**config.mk**
```make
export PLATFORM = sky130hd
export DESIGN_NAME = counter_seq_ctrl_flat
export DESIGN_NICKNAME = d
export VERILOG_FILES = /design/src/rtl/counter_seq_ctrl_if.sv /design/src/rtl/counter_seq_ctrl.sv /design/src/flat_wrapper.sv
export SDC_FILE = /design/constraint.sdc
export NUM_CORES = 1
export LEC_CHECK = 0
export ABC_AREA = 1
export BUFFER_PORTS_ARGS = -buffer_cell sky130_fd_sc_hd__buf_4
export CELL_PAD_IN_SITES_DETAIL_PLACEMENT = 0
export CELL_PAD_IN_SITES_GLOBAL_PLACEMENT = 1
export CORE_UTILIZATION = 39
export DETAILED_ROUTE_END_ITERATION = 7
export GPL_TIMING_DRIVEN = 0
export HOLD_SLACK_MARGIN = 0.06
export PLACE_DENSITY = 0.95
export SLEW_MARGIN = 40
export SYNTH_ARGS = -nofsm -noshare
export SYNTH_HDL_FRONTEND = slang
export SYNTH_SLANG_ARGS = --single-unit
```
**constraint.sdc**
```tcl
create_clock -name clk -period 5 [get_ports clk]
set_input_delay 1.25 -clock clk [delete_from_list [all_inputs] [get_ports clk]]
set_output_delay 1.25 -clock clk [all_outputs]
set_load 0.02 [all_outputs]
```
**src/rtl/counter_seq_ctrl_if.sv**
```systemverilog
// Control/status bundle between the CSR side, the sequencing controller and its counter.
// The slave modport is the controller; the master modport is the surrounding environment.
interface counter_seq_ctrl_if #(
    parameter int WIDTH    = 32,
    parameter int REPEAT_W = 8
);
    logic                start;
    logic                abort;
    logic                hold;
    logic [WIDTH-1:0]    terminal;
    logic [REPEAT_W-1:0] repeat_n;
    logic                auto_reload;
    logic [WIDTH-1:0]    cnt;
    logic                cnt_en;
    logic                cnt_clr;
    logic                busy;
    logic                tick;
    logic                done;
    logic                err;
    logic                irq;
    logic                irq_ack;
    logic [REPEAT_W-1:0] pass_cnt;

    modport slave (
        input  start, abort, hold, terminal, repeat_n, auto_reload, cnt, irq_ack,
        output cnt_en, cnt_clr, busy, tick, done, err, irq, pass_cnt
    );

    modport master (
        output start, abort, hold, terminal, repeat_n, auto_reload, cnt, irq_ack,
        input  cnt_en, cnt_clr, busy, tick, done, err, irq, pass_cnt
    );
endinterface

```
**src/rtl/counter_seq_ctrl.sv**
```systemverilog
// Sequencing controller for one parametric counter: runs N passes of 0..terminal or
// free-runs with auto-reload, reporting per-pass tick, end-of-run done and a sticky irq.
module counter_seq_ctrl #(
    parameter int WIDTH    = 32,
    parameter int REPEAT_W = 8
) (
    input  logic                  clk,
    input  logic                  rst,
    counter_seq_ctrl_if.slave     bus
);

    localparam int PW = REPEAT_W + 1;
    localparam logic [REPEAT_W-1:0] REP_ONE  = REPEAT_W'(1);
    localparam logic [PW-1:0]       PASS_ONE = PW'(1);

    typedef enum logic [2:0] {
        ST_IDLE = 3'd0,
        ST_ARM  = 3'd1,
        ST_RUN  = 3'd2,
        ST_HOLD = 3'd3,
        ST_DONE = 3'd4
    } state_t;

    state_t              state_r;
    state_t              state_s;
    logic [WIDTH-1:0]    term_r;
    logic [REPEAT_W-1:0] rep_r;
    logic                ar_r;
    logic [REPEAT_W-1:0] pass_cnt_r;
    logic                irq_r;

    logic                accept_s;
    logic                cnt_en_s;
    logic                cnt_clr_s;
    logic                tick_s;
    logic                done_s;
    logic                err_s;
    logic                busy_s;
    logic [PW-1:0]       pass_next_s;
    logic                last_pass_s;

    // One bit wider than the pass counter so the end-of-run compare never wraps.
    assign pass_next_s = {1'b0, pass_cnt_r} + PASS_ONE;
    assign last_pass_s = !ar_r && (pass_next_s >= {1'b0, rep_r});

    // Next-state and output decode from registered state plus hold/abort/cnt.
    always_comb begin
        state_s   = state_r;
        accept_s  = 1'b0;
        cnt_en_s  = 1'b0;
        cnt_clr_s = 1'b0;
        tick_s    = 1'b0;
        done_s    = 1'b0;
        err_s     = 1'b0;
        case (state_r)
            ST_IDLE: begin
                if (bus.start) begin
                    if (bus.terminal != {WIDTH{1'b0}}) begin
                        accept_s = 1'b1;
                        state_s  = ST_ARM;
                    end else begin
                        err_s = 1'b1;
                    end
                end else begin
                    state_s = ST_IDLE;
                end
            end
            ST_ARM: begin
                cnt_clr_s = 1'b1;
                if (bus.abort) begin
                    state_s = ST_IDLE;
                end else begin
                    state_s = ST_RUN;
                end
            end
            ST_RUN: begin
                if (bus.abort) begin
                    cnt_clr_s = 1'b1;
                    state_s   = ST_IDLE;
                end else if (bus.hold) begin
                    state_s = ST_HOLD;
                end else begin
                    cnt_en_s = 1'b1;
                    if (bus.cnt == term_r) begin
                        cnt_clr_s = 1'b1;
                        tick_s    = 1'b1;
                        if (last_pass_s) begin
                            state_s = ST_DONE;
                        end else begin
                            state_s = ST_RUN;
                        end
                    end else begin
                        state_s = ST_RUN;
                    end
                end
            end
            ST_HOLD: begin
                // Releasing hold costs one frozen cycle; counting resumes from the held value.
                if (bus.abort) begin
                    cnt_clr_s = 1'b1;
                    state_s   = ST_IDLE;
                end else if (!bus.hold) begin
                    state_s = ST_RUN;
                end else begin
                    state_s = ST_HOLD;
                end
            end
            ST_DONE: begin
                done_s    = 1'b1;
                cnt_clr_s = 1'b1;
                state_s   = ST_IDLE;
            end
            default: begin
                state_s = ST_IDLE;
            end
        endcase
        busy_s = (state_r != ST_IDLE);
    end

    // State register.
    always_ff @(posedge clk or negedge rst) begin
        if (!rst) begin
            state_r <= ST_IDLE;
        end else begin
            state_r <= state_s;
        end
    end

    // Run configuration, captured only on an accepted start.
    always_ff @(posedge clk or negedge rst) begin
        if (!rst) begin
            term_r <= {WIDTH{1'b0}};
            rep_r  <= {REPEAT_W{1'b0}};
            ar_r   <= 1'b0;
        end else if (accept_s) begin
            term_r <= bus.terminal;
            rep_r  <= (bus.repeat_n == {REPEAT_W{1'b0}}) ? REP_ONE : bus.repeat_n;
            ar_r   <= bus.auto_reload;
        end else begin
            term_r <= term_r;
            rep_r  <= rep_r;
            ar_r   <= ar_r;
        end
    end

    // Completed-pass counter; wraps naturally in auto-reload runs.
    always_ff @(posedge clk or negedge rst) begin
        if (!rst) begin
            pass_cnt_r <= {REPEAT_W{1'b0}};
        end else if (accept_s) begin
            pass_cnt_r <= {REPEAT_W{1'b0}};
        end else if (tick_s) begin
            pass_cnt_r <= pass_cnt_r + REP_ONE;
        end else begin
            pass_cnt_r <= pass_cnt_r;
        end
    end

    // Sticky interrupt; a same-cycle done beats the acknowledge.
    always_ff @(posedge clk or negedge rst) begin
        if (!rst) begin
            irq_r <= 1'b0;
        end else if (done_s) begin
            irq_r <= 1'b1;
        end else if (bus.irq_ack) begin
            irq_r <= 1'b0;
        end else begin
            irq_r <= irq_r;
        end
    end

    assign bus.cnt_en   = cnt_en_s;
    assign bus.cnt_clr  = cnt_clr_s;
    assign bus.busy     = busy_s;
    assign bus.tick     = tick_s;
    assign bus.done     = done_s;
    assign bus.err      = err_s;
    assign bus.irq      = irq_r;
    assign bus.pass_cnt = pass_cnt_r;

endmodule

```
**src/flat_wrapper.sv**
```systemverilog
// flat-port wrapper written by rule: the top's interface ports become plain ports
module counter_seq_ctrl_flat 
#(
    parameter int WIDTH    = 32,
    parameter int REPEAT_W = 8
)
  (clk, rst, bus_start, bus_abort, bus_hold, bus_terminal, bus_repeat_n, bus_auto_reload, bus_cnt, bus_irq_ack, bus_cnt_en, bus_cnt_clr, bus_busy, bus_tick, bus_done, bus_err, bus_irq, bus_pass_cnt);
  counter_seq_ctrl_if #(.WIDTH(WIDTH), .REPEAT_W(REPEAT_W)) bus_i ();
  input  logic clk;
  input  logic rst;
  input wire logic [$bits(bus_i.start)-1:0] bus_start;
  input wire logic [$bits(bus_i.abort)-1:0] bus_abort;
  input wire logic [$bits(bus_i.hold)-1:0] bus_hold;
  input wire logic [$bits(bus_i.terminal)-1:0] bus_terminal;
  input wire logic [$bits(bus_i.repeat_n)-1:0] bus_repeat_n;
  input wire logic [$bits(bus_i.auto_reload)-1:0] bus_auto_reload;
  input wire logic [$bits(bus_i.cnt)-1:0] bus_cnt;
  input wire logic [$bits(bus_i.irq_ack)-1:0] bus_irq_ack;
  output wire logic [$bits(bus_i.cnt_en)-1:0] bus_cnt_en;
  output wire logic [$bits(bus_i.cnt_clr)-1:0] bus_cnt_clr;
  output wire logic [$bits(bus_i.busy)-1:0] bus_busy;
  output wire logic [$bits(bus_i.tick)-1:0] bus_tick;
  output wire logic [$bits(bus_i.done)-1:0] bus_done;
  output wire logic [$bits(bus_i.err)-1:0] bus_err;
  output wire logic [$bits(bus_i.irq)-1:0] bus_irq;
  output wire logic [$bits(bus_i.pass_cnt)-1:0] bus_pass_cnt;
  assign bus_i.start = bus_start;
  assign bus_i.abort = bus_abort;
  assign bus_i.hold = bus_hold;
  assign bus_i.terminal = bus_terminal;
  assign bus_i.repeat_n = bus_repeat_n;
  assign bus_i.auto_reload = bus_auto_reload;
  assign bus_i.cnt = bus_cnt;
  assign bus_i.irq_ack = bus_irq_ack;
  assign bus_cnt_en = bus_i.cnt_en;
  assign bus_cnt_clr = bus_i.cnt_clr;
  assign bus_busy = bus_i.busy;
  assign bus_tick = bus_i.tick;
  assign bus_done = bus_i.done;
  assign bus_err = bus_i.err;
  assign bus_irq = bus_i.irq;
  assign bus_pass_cnt = bus_i.pass_cnt;
  counter_seq_ctrl #(.WIDTH(WIDTH), .REPEAT_W(REPEAT_W)) u_core (.clk(clk), .rst(rst), .bus(bus_i));
endmodule
```
---- Word level (Yosys, flattened, before mapping) ----
Index checks and enable logic that the tools add are counted.
cells by class
  add/subtract/negate cells ............... 2
  $mul .................................... 0
  divide/modulo/power cells ............... 0
  $lt $le $gt $ge ......................... 1
  equal/unequal tests ..................... 6
  shift-type cells ........................ 0
  multiplexer cells ....................... 32
  bitwise operators ....................... 0
  reduce and logical (&&, ||, !) cells .... 9
operators by type and width
  kind                                                 number
  equality test 32 bit                                 1
  nonzero test 32 bit                                  1
  two-way mux 8 bit                                    3
  two-way mux 3 bit                                    7
  two-way mux 1 bit                                    19
  one-hot mux 3 bit (4 select lines)                   1
  adder 8 x 1 -> 9 bit, second input constant          1
  >= comparator 9 x 8 -> 1 bit                         1
  adder 8 x 1 -> 8 bit, second input constant          1
  logical NOT 8 bit                                    1
  equality test 3 x 2 -> 1 bit, second input constant  2
  nonzero test 2 bit                                   2
  equality test 3 x 1 -> 1 bit, second input constant  1
  equality test 3 bit, second input constant           1
  logical NOT 3 bit                                    1
  != test 3 x 2 -> 1 bit, second input constant        1
  one-hot mux 1 bit (3 select lines)                   1
  nonzero test 3 bit                                   1
  two-way mux 2 bit                                    1
  OR reduction 2 bit                                   1
  logical AND 1 bit                                    1
  logical NOT 1 bit                                    1
word-level totals
  register bits after elaboration ......... 53
  bits in latches ......................... 0
  RAM bits ................................ 0
  memory bits (read-only) ................. 0
  bits of input ports ..................... 79
  output and inout bits ................... 15
  logic and storage cells ................. 56
  memories ................................ 0

---- Longest topological paths before layout ----
Gate-level depths: netlist of the first run.
  depth in word-level cells ............... 8
  mapped depth ............................ 15

---- Worst setup path after synthesis of the first run ----
Ideal clock, no wire load.
  path kind ............................... input port to output port
  start ................................... in bus_terminal[9]
  end ..................................... out bus_err
  arrival ................................. 2129 ps
  data required time ...................... 3750 ps
  slack ................................... 1621 ps
  cell stages on the path ................. 5
  buffers on the path ..................... 0
  path through ............................ nor4_1 -> nand4_1 -> nor2_2 -> inv_1 -> nor2_1
on the way
  cells in the longest elaborated chain, start to end .. 4
RTL lines
  element              RTL line                source
  start: declaration   flat_wrapper.sv:14      input wire logic [$bits(bus_i.terminal)-1:0] bus_terminal;
  nonzero test 32 bit  counter_seq_ctrl.sv:58  if (bus.terminal != {WIDTH{1'b0}}) begin
  two-way mux 1 bit    counter_seq_ctrl.sv:58
  two-way mux 1 bit    counter_seq_ctrl.sv:57  if (bus.start) begin
  two-way mux 1 bit    counter_seq_ctrl.sv:55  case (state_r)
  end: declaration     flat_wrapper.sv:24      output wire logic [$bits(bus_i.err)-1:0] bus_err;
No other way between the ends.

---- Worst setup path after layout of the first run ----
  start ................................... in bus_cnt[1]
  end ..................................... out bus_tick
on the way
  cells in the longest elaborated chain, start to end .. 5
RTL lines
  element               RTL line                source
  start: declaration    flat_wrapper.sv:17      input wire logic [$bits(bus_i.cnt)-1:0] bus_cnt;
  equality test 32 bit  counter_seq_ctrl.sv:84  if (bus.cnt == term_r) begin
  two-way mux 1 bit     counter_seq_ctrl.sv:84
  two-way mux 1 bit     counter_seq_ctrl.sv:80  end else if (bus.hold) begin
  two-way mux 1 bit     counter_seq_ctrl.sv:77  if (bus.abort) begin
  two-way mux 1 bit     counter_seq_ctrl.sv:55
  end: declaration      flat_wrapper.sv:22      output wire logic [$bits(bus_i.tick)-1:0] bus_tick;
No other way between the ends.

==> results.yml, run 1 <==
logic_synthesis:
  yosysUniqueCellTypes: 30
  netlist_instances: 414
  synth_area_per_cell_um2: 7.40
  yosysSeqAreaShare: 0.433
  synth_nets: 502
  synth-seq-cells: 53
  ys_warn_count: 0
  netlist_area_um2: 3060
sta:
  timing.final.crit_share: 0.745
  fin_ws_ns: 1.28
  fmax_mhz: 269
  hold-worst-slack_ns: 0.501
  slew_violations: 0
  finalHoldViolations: 0
  fin_tns_setup_ns: 0
  slew_headroom: 0.529
  rsz0062_at_grt: "no"
  final.setup_skew_ns: 0.00503
  period_needed_ns: 3.72
  tightest_slew_ns: 0.707
  setup_violations: 0
critical_path:
  max_stage_delay_ns: 0.16
  crit_path_max_fanout: 10
  worst-endpoint-arrival_ns: 2.47
  critPathLaunchType: "input port"
  r2r_start: "u_core.bus.pass_cnt[0]"
  worstPathCellList: "buf_4, nor2_1, nor2_1, nor2_1, nand2_1, nor2_2, nand3_2, nor2_4, nand2_4, inv_2, buf_4"
  end_kind: "output port"
  path_common_cell: "nor2_1"
  cp-startpoint: "bus_cnt[1]"
  worstSetupPathType: "input port to output port"
  slowest_stage: "buf_4"
  critPathRequiredTime_ns: 3.75
floorplanning:
  num_rows: 31
  die_area_um2: 8210
  top_level_ports: 94
  die-width_um: 90.6
  initial_utilization: 0.413
  core_area_um2: 7410
  die_height_um: 90.6
place:
  gp_congestion: 0.894
  dp_cells: 606
  place_ws_ns: 1.27
  dp_hpwl_um: 6210
  io_buffers: 93
global_routing:
  grt_first_pass_wirelength_um: 13600
  grt_start_max_net_pins: 54
  first_global_vias: 2858
  overflow: 0
  track_usage: 0.212
  grt_antenna_before_repair: 0
final_layout:
  synthToLayoutAreaGrowth_pct: 30.8
  n_antenna_cell: 0
  final_common_cell: "nand2_1"
  mostFrequentLayoutCells: "nand2_1, buf_4, dfrtp_1"
  nets: 602
  drive_gt1_frac: 0.256
  fill_cells: 717
  fin_cells: 614
drt:
  drt_iter0_drc: 101
  ant_nets: 0
  viasPerCell: 4.66
  first_pass_iters: 4
  wl_per_cell_um: 13.1
  postRouteWirelength_um: 8040
  vias: 2864
  drc: 0
clock_tree:
  cts.sinks: 53
  cts-resized-gates: 0
  cts_buffers: 5
  ctsHoldBuffers: 0
  cts.clk_slew.worst_paths_ns: 0.10
  cts_tree: "yes"
  htree_levels: 2
  root_buffer: "clkbuf_8"
  cts_buffer_depth: 2
  cts_setup_buffers: 0
  clk-insertion-delay-late_ns: 0.32
power:
  ir_drop_uv: 149
  p_leak_uw: 0.00219
  power_uw: 1240
  p_per_area_nw_per_um2: 311
run_status:
  status: "finished clean"
hold_path:
  holdCritStartpoint: "u_core.term_r[21]"
  hp-class: "register to register"
flow_run:
  drv_cap: 0
[per-layer routing]
metal  part of all wire  vias up  GRT usage
met3              0.053        7     0.0387
met4             0.0092        0     0.0470
met1               0.47     1294      0.284
li1                   -     1481          -
met2               0.47       82      0.354
met5                  0        -          0
[state kept, by name, indices dropped and copies added (netlist names)]
| register | flops |
|---|---|
| u_core.term_r | 32 |
| u_core.bus.pass_cnt | 8 |
| u_core.rep_r | 8 |
| u_core.state_r | 3 |
| u_core.ar_r | 1 |
| u_core.bus.irq | 1 |
[through the flow]
stage           util  area, um^2
2_1_floorplan      -        3060
3_3_place_gp   0.524        3880
3_5_place_dp   0.524        3880
4_1_cts        0.540        4000
5_1_grt        0.540        4000
6_report       0.540        4000
[power breakdown]
group / total (uW) / switching, uW / internal [uW]
Combinational: 364 / 202 / 161
Clock: 318 / 155 / 163
Sequential: 562 / 46.6 / 515
Total: 1240 / 404 / 839
[kinds of logic after synthesis]
family                     share of synthesized area
and+or+nand+nor                                0.309
buffers and inverters                         0.0985
DFF                                            0.433
AOI/OAI and AO/OA                             0.0764
xor gates and xnor gates                      0.0458
adders and majority gates                     0.0368
[critical path, delay by kind of cell]
family | cells | cell delay, ns
and+or+nand+nor | 8 | 0.80
buffers and inverters | 3 | 0.42
[synthesized netlist by cell type (all sizes together)]
master / instances / area [um^2]
dfrtp: 53 / 1330
xor2: 5 / 43.8
buf: 8 / 76.3
xnor2: 11 / 96.3
o21ai: 33 / 188
nand4: 4 / 25.0
nor4: 9 / 56.3
nor2: 33 / 141
nor3: 2 / 10.0
inv: 59 / 221
nand3b: 1 / 7.51
o21bai: 1 / 7.51
nand3: 17 / 90.1
o211ai: 1 / 7.51
a21oi: 5 / 25.0
or2: 1 / 6.26
nand2: 160 / 611
a31oi: 1 / 6.26
ha: 9 / 113
clkbuf: 1 / 3.75
[final timing paths]
kind | slack, ns | end | depth (start not counted)
max | 1.28 | bus_tick | 11
min | 0.50 | u_core.term_r[21] | 2
max reg2reg | 2.83 | u_core.state_r[1] | 12
min reg2reg | 0.50 | u_core.term_r[21] | 2
max in group asynchronous | 3.57 | u_core.term_r[24] | 1
min in group asynchronous | 0.97 | u_core.rep_r[2] | 1
[area by class of cell]
class,count,area (um^2),share of cell area
clock buffers,6,82.6,0.0206
multi-input cells,293,1430,0.358
inverters,59,221,0.0553
well taps,99,124,0.0309
flip-flops and latches,53,1330,0.331
clock inverters,2,37.5,0.00938
plain buffers,9,80.1,0.0200
repair buffers,93,698,0.174
Power figures use the tool's default switching activity.
==> inputs of run 2 (changes only) <==
--- a/config.mk
+++ b/config.mk
@@ -5,7 +5,7 @@
 export SDC_FILE = /design/constraint.sdc
 export NUM_CORES = 1
 export LEC_CHECK = 0
-export ABC_AREA = 1
+export ABC_AREA = 0
 export BUFFER_PORTS_ARGS = -buffer_cell sky130_fd_sc_hd__buf_4
 export CELL_PAD_IN_SITES_DETAIL_PLACEMENT = 0
 export CELL_PAD_IN_SITES_GLOBAL_PLACEMENT = 1
@@ -13,7 +13,7 @@
 export DETAILED_ROUTE_END_ITERATION = 7
 export GPL_TIMING_DRIVEN = 0
 export HOLD_SLACK_MARGIN = 0.06
-export PLACE_DENSITY = 0.95
+export PLACE_DENSITY = 0.91
 export SLEW_MARGIN = 40
 export SYNTH_ARGS = -nofsm -noshare
 export SYNTH_HDL_FRONTEND = slang
==> constraint.sdc (replaced) <==
create_clock -name clk -period 3.9 [get_ports clk]
set_input_delay 0.975 -clock clk [delete_from_list [all_inputs] [get_ports clk]]
set_output_delay 0.975 -clock clk [all_outputs]
set_load 0.02 [all_outputs]
==> results.yml, run 2 <==
power:
  intPower_uw: 1040
  p_leak_uw: 0.00183
  p_sw_uw: 436
  seqPwrFrac: 0.507
  swShare: 0.296
  clkPwrFrac: 0.215
  ir_drop_uv: 209
  p_per_area_nw_per_um2: 388
  p_comb_frac: 0.278
global_routing:
  grt_antenna_before_repair: 0
  first_global_vias: 2383
  grt_start_max_net_pins: 54
  overflow: 0
  track_usage: 0.195
  grt_first_pass_wirelength_um: 11400
clock_tree:
  ctsHoldBuffers: 0
  cts_buffers: 5
  cts_setup_buffers: 0
  clk-insertion-delay-late_ns: 0.31
  cts-resized-gates: 0
  cts_tree: "yes"
  cts_buffer_depth: 2
  root_buffer: "clkbuf_8"
  cts.clk_slew.worst_paths_ns: 0.09
  htree_levels: 2
  cts.sinks: 53
floorplanning:
  core_area_um2: 7210
  num_rows: 31
  die_area_um2: 7770
  die_height_um: 88.1
  initial_utilization: 0.401
  die-width_um: 88.1
  top_level_ports: 94
place:
  placed_cell_area_um2: 3710
  place_ws_ns: 0.190
  dp_hpwl_um: 5520
  gp_congestion: 0.790
  io_buffers: 93
logic_synthesis:
  yosysUniqueCellTypes: 37
  synth_top_area_frac: 0.458
  ys_warn_count: 0
  ys.flop_type: "dfrtp_1"
  netlist_area_um2: 2890
  synth_nets: 344
  synthTopCellsByArea: "dfrtp_1, mux2_2, xnor2_1"
  synth_edf_count: 0
  synth.largest_area_cell: "dfrtp_1"
  synth_area_per_cell_um2: 11.3
  synth.most_common_cell: "dfrtp_1"
  yosysSeqAreaShare: 0.458
  synthTopCellsByCount: "dfrtp_1, mux2_2, inv_1, nand2_1, xnor2_1"
  synth-seq-cells: 53
  ys_async_sr_fraction: 1.00
  netlist_instances: 256
sta:
  slew_violations: 0
  slew_headroom: 0.535
  timing.final.crit_share: 0.948
  fin_tns_setup_ns: 0
  final.setup_skew_ns: 0.00613
  finalHoldViolations: 0
  tightest_slew_ns: 0.698
  hold-worst-slack_ns: 0.492
  rsz0062_at_grt: "no"
  fin_ws_ns: 0.201
  setup_violations: 0
  period_needed_ns: 3.70
  fmax_mhz: 270
critical_path:
  worstSetupPathType: "input port to output port"
  slowest_stage: "or4_4"
  critPathRequiredTime_ns: 2.92
  crit_path_max_fanout: 10
  worst-endpoint-arrival_ns: 2.72
  worstPathCellList: "buf_4, xnor2_1, nand4_1, or4_4, nor4_4, buf_6, buf_4"
  path_common_cell: "buf_4"
  end_kind: "output port"
  max_stage_delay_ns: 0.57
  critPathLaunchType: "input port"
final_layout:
  final_common_cell: "buf_4"
  n_antenna_cell: 0
  regArea_um2: 1330
  nets: 444
  synthToLayoutAreaGrowth_pct: 31.4
  fill_cells: 682
  regMostFlops: "u_core.term_r"
  final_area_um2: 3800
  largest_register_ffs: 32
  drive_gt1_frac: 0.445
  multi_input_area_um2: 1470
  mostFrequentLayoutCells: "buf_4, dfrtp_1, mux2_2"
drt:
  first_pass_iters: 4
  viasPerCell: 5.04
  drt_iter0_drc: 92
  drc: 0
  ant_nets: 0
  postRouteWirelength_um: 6890
  vias: 2297
  wl_per_cell_um: 15.1
flow_run:
  drv_cap: 0
run_status:
  status: "finished clean"
hold_path:
  hp-class: "register to register"
==> run 2: cell types whose count changed in the layout (fill, tap and decap cells not counted), sizes merged, moves of 13 or more <==
cell and change:
o21ai -21, inv -41, nand3 -13, nor2 -29
mux2 +40, nand2 -143
==> run 2: power groups by stage <==
stage / Clock [uW] / Sequential (uW) / Combinational, uW
4_1_cts: 329 / 748 / 419
3_3_place_gp: 0 / 753 / 406
6_report: 317 / 748 / 411
5_1_grt: 348 / 762 / 460
2_1_floorplan: 0 / 738 / 276
3_5_place_dp: 0 / 759 / 417
==> run 2: kinds of logic (layout without fill, tap and decap cells) <==
family                   Yosys count  count (layout)  synth area share
AND/OR/NAND/NOR                   72              72             0.149
flip-flops                        53              53             0.458
multiplexers                      40              40             0.156
AO/OA/AOI/OAI                     30              30            0.0757
XOR/XNOR                          29              29            0.0878
buffers and inverters             23             124            0.0342
adder cells (fa/ha/maj)            9               9            0.0389
==> run 2: final cells by class <==
class | instances | share of cell area
multi-input cells | 180 | 0.386
flip-flops and latches | 53 | 0.349
repair buffers | 93 | 0.184
well taps | 99 | 0.0326
clock buffers | 6 | 0.0191
inverters | 17 | 0.0168
plain buffers | 6 | 0.00922
clock inverters | 2 | 0.00362
==> run 2: critical path, delay by kind of cell <==
kind	cells	cell delay (ns)
buf+inv	3	0.46
xor+xnor	1	0.25
simple gates	3	1.04
==> run 2: routing by layer <==
metal  global-route usage  vias to the layer above  routed length (um)
li1                     -                     1115                   -
met1                0.239                     1096                2840
met2                0.333                       77                3430
met3               0.0594                        9                 516
met4               0.0528                        0                 102
met5                    0                        -                   0
==> run 2: worst paths after layout <==
| check | from | to | slack, ns | cells past startpoint |
|---|---|---|---|---|
| max in group asynchronous | rst | u_core.state_r[0] | 2.73 | 1 |
| hold / removal | u_core.bus.irq | u_core.bus.irq | 0.49 | 1 |
| setup reg to reg | u_core.bus.pass_cnt[0] | u_core.state_r[1] | 0.83 | 10 |
| setup / recovery | bus_cnt[11] | bus_tick | 0.20 | 7 |
| min in group asynchronous | rst | u_core.rep_r[5] | 0.68 | 1 |
| hold reg to reg | u_core.bus.irq | u_core.bus.irq | 0.49 | 1 |
==> run 2: per-stage QoR <==
step	cells	power (uW)	utilization
2_1_floorplan	256	1010	-
3_3_place_gp	448	1160	0.515
3_5_place_dp	448	1180	0.515
4_1_cts	456	1500	0.527
5_1_grt	456	1570	0.527
6_report	456	1480	0.527
